**src/rtl/serial_cmd_rx.sv**
```systemverilog
// Serial command receiver: start bit, 4 data bits, 3 control bits, even parity, stop bit.
// A good frame gives a one-cycle valid with data/control; a bad parity or stop bit gives frame_err.
module serial_cmd_rx #(
  parameter int CLKS_PER_BIT = 16
) (
  input  logic       clk,
  input  logic       reset,
  input  logic       rx,
  output logic [3:0] data,
  output logic [2:0] control,
  output logic       valid,
  output logic       frame_err
);

  localparam int CW = $clog2(CLKS_PER_BIT);
  localparam logic [CW-1:0] HALF_CNT = CW'(CLKS_PER_BIT / 2 - 1);
  localparam logic [CW-1:0] FULL_CNT = CW'(CLKS_PER_BIT - 1);
  localparam logic [CW-1:0] ZERO_CNT = CW'(0);
  localparam logic [CW-1:0] ONE_CNT  = CW'(1);

  typedef enum logic [2:0] {
    IDLE      = 3'd0,
    START     = 3'd1,
    SHIFT     = 3'd2,
    PARITY    = 3'd3,
    STOP      = 3'd4,
    WAIT_IDLE = 3'd5
  } state_t;

  state_t          state_r;
  logic            sync_r;
  logic            rxs_r;
  logic [CW-1:0]   cnt_r;
  logic [6:0]      shift_r;
  logic [2:0]      bit_idx_r;
  logic            parity_ok_r;

  function automatic logic odd_ones(input logic [6:0] bits, input logic par);
    return (^bits) ^ par;
  endfunction

  // Synchronizer, bit timing, frame FSM and registered pulse outputs.
  always_ff @(posedge clk or negedge reset) begin
    if (!reset) begin
      state_r     <= IDLE;
      sync_r      <= 1'b1;
      rxs_r       <= 1'b1;
      cnt_r       <= ZERO_CNT;
      shift_r     <= 7'b000_0000;
      bit_idx_r   <= 3'd0;
      parity_ok_r <= 1'b0;
      data        <= 4'b0000;
      control     <= 3'b000;
      valid       <= 1'b0;
      frame_err   <= 1'b0;
    end else begin
      sync_r    <= rx;
      rxs_r     <= sync_r;
      valid     <= 1'b0;
      frame_err <= 1'b0;
      control   <= 3'b000;
      case (state_r)
        IDLE: begin
          if (!rxs_r) begin
            state_r <= START;
            cnt_r   <= ZERO_CNT;
          end
        end
        START: begin
          if (cnt_r == HALF_CNT) begin
            cnt_r     <= ZERO_CNT;
            bit_idx_r <= 3'd0;
            state_r   <= rxs_r ? IDLE : SHIFT;
          end else begin
            cnt_r <= cnt_r + ONE_CNT;
          end
        end
        SHIFT: begin
          if (cnt_r == FULL_CNT) begin
            cnt_r   <= ZERO_CNT;
            // LSB arrives first, so shifting right leaves data[0] in bit 0.
            shift_r <= {rxs_r, shift_r[6:1]};
            if (bit_idx_r == 3'd6) begin
              state_r <= PARITY;
            end else begin
              bit_idx_r <= bit_idx_r + 3'd1;
            end
          end else begin
            cnt_r <= cnt_r + ONE_CNT;
          end
        end
        PARITY: begin
          if (cnt_r == FULL_CNT) begin
            cnt_r       <= ZERO_CNT;
            parity_ok_r <= ~odd_ones(shift_r, rxs_r);
            state_r     <= STOP;
          end else begin
            cnt_r <= cnt_r + ONE_CNT;
          end
        end
        STOP: begin
          if (cnt_r == FULL_CNT) begin
            cnt_r <= ZERO_CNT;
            if (rxs_r && parity_ok_r) begin
              valid   <= 1'b1;
              data    <= shift_r[3:0];
              control <= shift_r[6:4];
              state_r <= IDLE;
            end else if (rxs_r) begin
              frame_err <= 1'b1;
              state_r   <= IDLE;
            end else begin
              frame_err <= 1'b1;
              state_r   <= WAIT_IDLE;
            end
          end else begin
            cnt_r <= cnt_r + ONE_CNT;
          end
        end
        WAIT_IDLE: begin
          if (rxs_r) begin
            state_r <= IDLE;
          end
        end
        default: begin
          state_r <= IDLE;
          cnt_r   <= ZERO_CNT;
        end
      endcase
    end
  end

endmodule

```
**config.mk**
```make
export PLATFORM = sky130hd
export DESIGN_NAME = serial_cmd_rx
export DESIGN_NICKNAME = d
export VERILOG_FILES = /design/src/rtl/serial_cmd_rx.sv
export SDC_FILE = /design/constraint.sdc
export NUM_CORES = 1
export LEC_CHECK = 0
export BUFFER_PORTS_ARGS = -buffer_cell sky130_fd_sc_hd__buf_2
export CORE_UTILIZATION = 62
export DETAILED_ROUTE_END_ITERATION = 10
export PLACE_DENSITY_LB_ADDON = 0.12
export SYNTH_ARGS = -nofsm -noshare
export SYNTH_HDL_FRONTEND = slang
export SYNTH_SLANG_ARGS = --single-unit
```
**constraint.sdc**
```tcl
create_clock -name clk -period 3 [get_ports clk]
set_input_delay 0.15 -clock clk [delete_from_list [all_inputs] [get_ports clk]]
set_output_delay 0.15 -clock clk [all_outputs]
set_load 0.005 [all_outputs]
```
=== After elaboration in Yosys (flattened, before gate mapping) ===
Cells that the tools add are included.

* Register bits: 29
* Bits of input ports: 3
* Output and inout port bits: 9
* Logic and storage cells: 71

* $add $sub $neg: 2
* Eq/ne operators: 16
* Multiplexer cells: 28
* Bitwise operators: 3
* Reduce and logical (&&, ||, !) cells: 11

{| class="wikitable"
|+ Operators with widths
! kind !! count
|-
| two-way mux 3 bit || 15
|-
| case mux 3 bit (6 select lines) || 1
|-
| inequality test 2 bit, second input constant || 8
|-
| case mux 4 bit (4 select lines) || 1
|-
| two-way mux 4 bit || 3
|-
| == test 3 bit, second input constant || 3
|-
| AND reduction 7 bit || 1
|-
| parity 7 bit || 1
|-
| == test 3 x 2 -> 1 bit, second input constant || 2
|-
| two-way mux 1 bit || 6
|-
| case mux 3 bit (2 select lines) || 1
|-
| AND reduction 2 bit || 3
|-
| adder 4 x 1 -> 4 bit, second input constant || 1
|-
| == test 4 x 3 -> 1 bit, second input constant || 1
|-
| == test 4 bit, second input constant || 1
|-
| AND reduction 4 bit || 1
|-
| adder 3 x 1 -> 3 bit, second input constant || 1
|-
| == test 3 x 1 -> 1 bit, second input constant || 1
|-
| logical NOT 3 bit || 1
|-
| AND reduction 3 bit || 1
|-
| OR reduction 3 bit || 1
|-
| two-way mux 2 bit || 1
|-
| NOT 1 bit || 2
|-
| nonzero test 2 bit || 1
|-
| other kinds (2) || 2
|}

=== Depth between registers and ports, before layout ===
* Word-level depth: 4
* Mapped depth: 6
* Mapped depth without buffers: 6

=== Least setup slack after synthesis ===
No wires, ideal clock.

* Kind: register -> register
* From: reg cnt_r[0]
* To: reg shift_r[0]
* Library setup time: 0.125 ns
* Data arrival time: 1.403 ns
* Required time: 2.875 ns
* Slack: 1.472 ns
* Cell stages (with the launch flop): 6
* Buffers on the path: 1
* Period minus slack after synthesis: 1.528 ns
* Cell sequence: dfrtp_1 > ha_1 > and3_1 > buf_4 > nand2_2 > mux2_2

* Word-level cells in the longest chain between the ends: 2

{| class="wikitable"
|+ RTL lines
! element !! RTL line !! text
|-
| from (decl) || 33 || <nowiki>logic [CW-1:0] cnt_r;</nowiki>
|-
| from (signal assigned) || 75 || <nowiki>cnt_r <= cnt_r + ONE_CNT;</nowiki>
|-
| from (signal assigned) || 89 || <nowiki>cnt_r <= cnt_r + ONE_CNT;</nowiki>
|-
| from (signal assigned) || 98 || <nowiki>cnt_r <= cnt_r + ONE_CNT;</nowiki>
|-
| == test 4 bit || 79 || <nowiki>if (cnt_r == FULL_CNT) begin</nowiki>
|-
| AND reduction 2 bit (no source line) || -- ||
|-
| to (signal assigned) || 82 || <nowiki>shift_r <= {rxs_r, shift_r[6:1]};</nowiki>
|-
| to (decl) || 34 || <nowiki>logic [6:0] shift_r;</nowiki>
|}

No other way between the ends.
A chain may end at the register's enable or synchronous reset.

=== Worst setup path in the final report ===
* From: reg cnt_r[1]
* To: reg data[3]

* Word-level cells in the longest chain between the ends: 2

{| class="wikitable"
|+ RTL lines
! element !! RTL line !! text
|-
| == test 4 bit || 102 || <nowiki>if (cnt_r == FULL_CNT) begin</nowiki>
|-
| AND reduction 3 bit (no source line) || -- ||
|-
| to (signal assigned) || 106 || <nowiki>data <= shift_r[3:0];</nowiki>
|-
| to (decl) || 9 || <nowiki>output logic [3:0] data,</nowiki>
|}

No other way between the ends.

==> impl_metrics.env <==
export IMPL_path_cells="ha_1, and3_1, nand2_4, nor2_8, mux2_4"
export IMPL_cts_tree="yes"
export IMPL_maxSlewViolCount=0
export IMPL_ys_seq_area_share_pct=49.96
export IMPL_hpwl_mm=1.896
export IMPL_netSwitchingPower_mw=0.4126
export IMPL_critPathTopFamily="simple AND/OR/NAND/NOR gates"
export IMPL_hold_viol=0
export IMPL_via_per_inst=5.935
export IMPL_routedWlPerCell_um=16.07
export IMPL_fin_worst_skew_ns=0.01481
export IMPL_synthFlopType="dfrtp_1"
export IMPL_dieArea_um2=2549
export IMPL_die_w_um=50.49
export IMPL_grt_ovfl_total=0
export IMPL_num_antenna_cells=0
export IMPL_min_path_type="in -> async"
export IMPL_drt_wl_total_mm=2.699
export IMPL_pwr_share_comb_pct=28.4
export IMPL_max_stage_delay_ns=0.42
export IMPL_area_growth_pct=10.04
export IMPL_pwr_share_clk_pct=23.6
export IMPL_cts_made_buffers=5
export IMPL_tightest_slew_ns=0.6128
export IMPL_syn_cell_area_um2=1458
export IMPL_cap_viol_max_count=0
export IMPL_port_buffers=11
export IMPL_grt_pass1_wl_mm=4.754
export IMPL_cts_num_sinks=29
export IMPL_fmax_mhz=572.2
export IMPL_grt_max_degree=30
export IMPL_cts_buffer_depth=2
export IMPL_synth_area_leaders="dfrtp_1, mux2_2, xnor2_1"
export IMPL_slowest_stage="dfrtp_1"
export IMPL_num_vias=997
export IMPL_cp_arrival_ns=1.97
export IMPL_cts_max_level=2
export IMPL_synth_edf_count=0
export IMPL_setup_violations=0
export IMPL_worst_path_buf_inv=0
export IMPL_nFillCells=169
export IMPL_grt_usage_pct=26.58
export IMPL_synth_area_per_cell_um2=11.66
export IMPL_total_leakage_power_nw=0.7814
export IMPL_irDropWorstVdd_v=0.0006277
export IMPL_period_share_pct=58.25
export IMPL_seqPwrFrac_pct=48.0
export IMPL_netSwitchingFraction_pct=35.66
export IMPL_rsz0062_at_grt="false"
export IMPL_clk_pin_slew_ns=0.10
export IMPL_layout_drive_gt1_share_pct=29.29
export IMPL_drc_errors=0
export IMPL_holdWs_ns=0.3606
export IMPL_powerDensity_nw_per_um2=721.3
export IMPL_clk_latency_ns=0.34
export IMPL_synth_distinct_cells=41
export IMPL_root_buffer="clkbuf_4"
export IMPL_dr_pass1_iters=4
export IMPL_synth_fp_nets=131
export IMPL_cp_required_ns=3.22
export IMPL_fin_nets=145
export IMPL_async_flop_share_pct=100.0
export IMPL_postRouteAntennaNets=0
export IMPL_synth_top_cell_area_share_pct=46.35
export IMPL_endpoint_kind="flop"
export IMPL_post_cts_repair_setup_buffers=0
export IMPL_coreArea_um2=2212
export IMPL_grt_pass1_vias=999
export IMPL_total_power_mw=1.157
export IMPL_p_int_mw=0.7444
export IMPL_timing_final_ws_setup_ns=1.252
export IMPL_antenna_found_initial=0
export IMPL_yosysTopAreaCell="dfrtp_1"
export IMPL_drt_initial_drc_count=25
export IMPL_start_util_pct=65.89
export IMPL_ys_ff_latch=29
export IMPL_num_rows=17
export IMPL_max_slew_margin_pct=59.15
export IMPL_worstSetupPathType="reg -> reg"
export IMPL_tns_ns=0
export IMPL_start_kind="flop"
export IMPL_yosys_warnings=0
export IMPL_period_needed_ns=1.748
export IMPL_synth_cells=125
export IMPL_status="finished, final reports clean"
export IMPL_die_y_um=50.49
export IMPL_ioPinCount=12
export IMPL_cp_max_fo=8
export IMPL_dp_slack_ns=1.267
export IMPL_gp_congestion=0.9074
## stage by stage
| stage | cell area [um2] | instances | util [%] |
|---|---|---|---|
| 2_1_floorplan | 1458 | 125 | - |
| 3_3_place_gp | 1514 | 158 | 68.44 |
| 6_report | 1604 | 168 | 72.51 |
| 5_1_grt | 1604 | 168 | 72.51 |
| 3_5_place_dp | 1514 | 158 | 68.44 |
| 4_1_cts | 1604 | 168 | 72.51 |
## area by class of cell
type	count	area [um2]	share of cell area [%]
Inverter	4	15.01	0.9360
Tap cell	28	35.03	2.184
Clock inverter	1	5.005	0.3120
Multi-Input combinational cell	86	680.7	42.43
Clock buffer	7	65.06	4.056
Sequential cell	29	728.2	45.40
Timing Repair Buffer	13	75.07	4.680
## cells in the final DEF (no fill, tap or decap), types with 2 or more instances in the layout
master         count
inv_1              4
nor3_1             2
and3_1             2
ha_1               3
clkbuf_4           5
o221ai_1           2
nor2b_1            3
nand2_1            3
dlygate4sd3_1      2
a211oi_1           2
a31oi_1            2
dfstp_2            2
buf_2             11
nor2_1             7
mux2_4             4
a21oi_1            5
a221o_1            2
dfrtp_1           27
nand3_1            3
xnor2_1            7
o21ai_0            6
and2_1             5
mux2_2             9
nand2_2            2
clkbuf_8           2
## per-layer routing
metal	part of all wire, %	wire length (um)	global-route usage (%)	vias up
li1	-	-	-	474
met4	1.5	40	11.11	0
met5	0	0	0	-
met1	47	1265	33.80	496
met3	4.0	109	9.697	5
met2	48	1284	40.89	22
## kinds of logic (layout without fill, tap and decap cells)
logic type | after synthesis | after routing | synth area share (%)
and+or+nand+nor | 34 | 34 | 14.51
DFF | 29 | 29 | 49.96
AOI/OAI and AO/OA | 27 | 27 | 12.88
muxes | 15 | 15 | 12.53
buffers and inverters | 10 | 25 | 3.346
xor gates and xnor gates | 7 | 7 | 4.206
adders and majority gates | 3 | 3 | 2.575
## worst reg2reg max path, stage by stage (launching register included)
cell	delay (ns)
dfrtp_1	0.42
ha_1	0.27
and3_1	0.34
nand2_4	0.11
nor2_8	0.19
mux2_4	0.31
## registers in the layout, summed over array words and instances (netlist names)
signal / count
parity_ok_r: 1
control: 3
data: 4
rxs_r: 1
frame_err: 1
sync_r: 1
shift_r: 7
bit_idx_r: 3
cnt_r: 4
state_r: 3
valid: 1
## final timing paths
path / startpoint / end / slack, ns / depth (start not counted)
worst min-delay path: reset / state_r[2] / 0.36 / 2
min in group clk: sync_r / rxs_r / 0.36 / 0
max in group asynchronous: reset / bit_idx_r[0] / 2.23 / 2
worst max-delay path: cnt_r[1] / data[3] / 1.25 / 5
worst max register to register: cnt_r[1] / data[3] / 1.25 / 5
worst min register to register: sync_r / rxs_r / 0.36 / 0
## Yosys cell counts (2+ instances only)
library cell  count
inv_1             4
buf_2             3
a221o_1           2
dfrtp_1          27
a31oi_1           2
nor3_1            2
nand2_2           2
a211oi_1          2
o21ai_0           6
xnor2_1           7
dfstp_2           2
a21oi_1           5
nand3_1           3
nor2b_1           3
mux2_4            4
buf_4             2
and2_1            5
mux2_2            9
nor2_1            7
and3_1            2
ha_1              3
o221ai_1          2
nand2_1           3
## power by group through the flow
stage	combinational (mW)	clock [mW]	sequential (mW)
after floorplan	0.311	0	0.499
after global placement	0.319	0	0.556
after detailed placement	0.323	0	0.559
after CTS	0.327	0.277	0.552
after global routing	0.364	0.294	0.569
final	0.328	0.274	0.555
## timing repair
item,in CTS,in global routing
gates resized for setup,0,0
hold buffers,2,0
endpoints found under the hold margin,28,0
(Power assumes the default switching activity.)
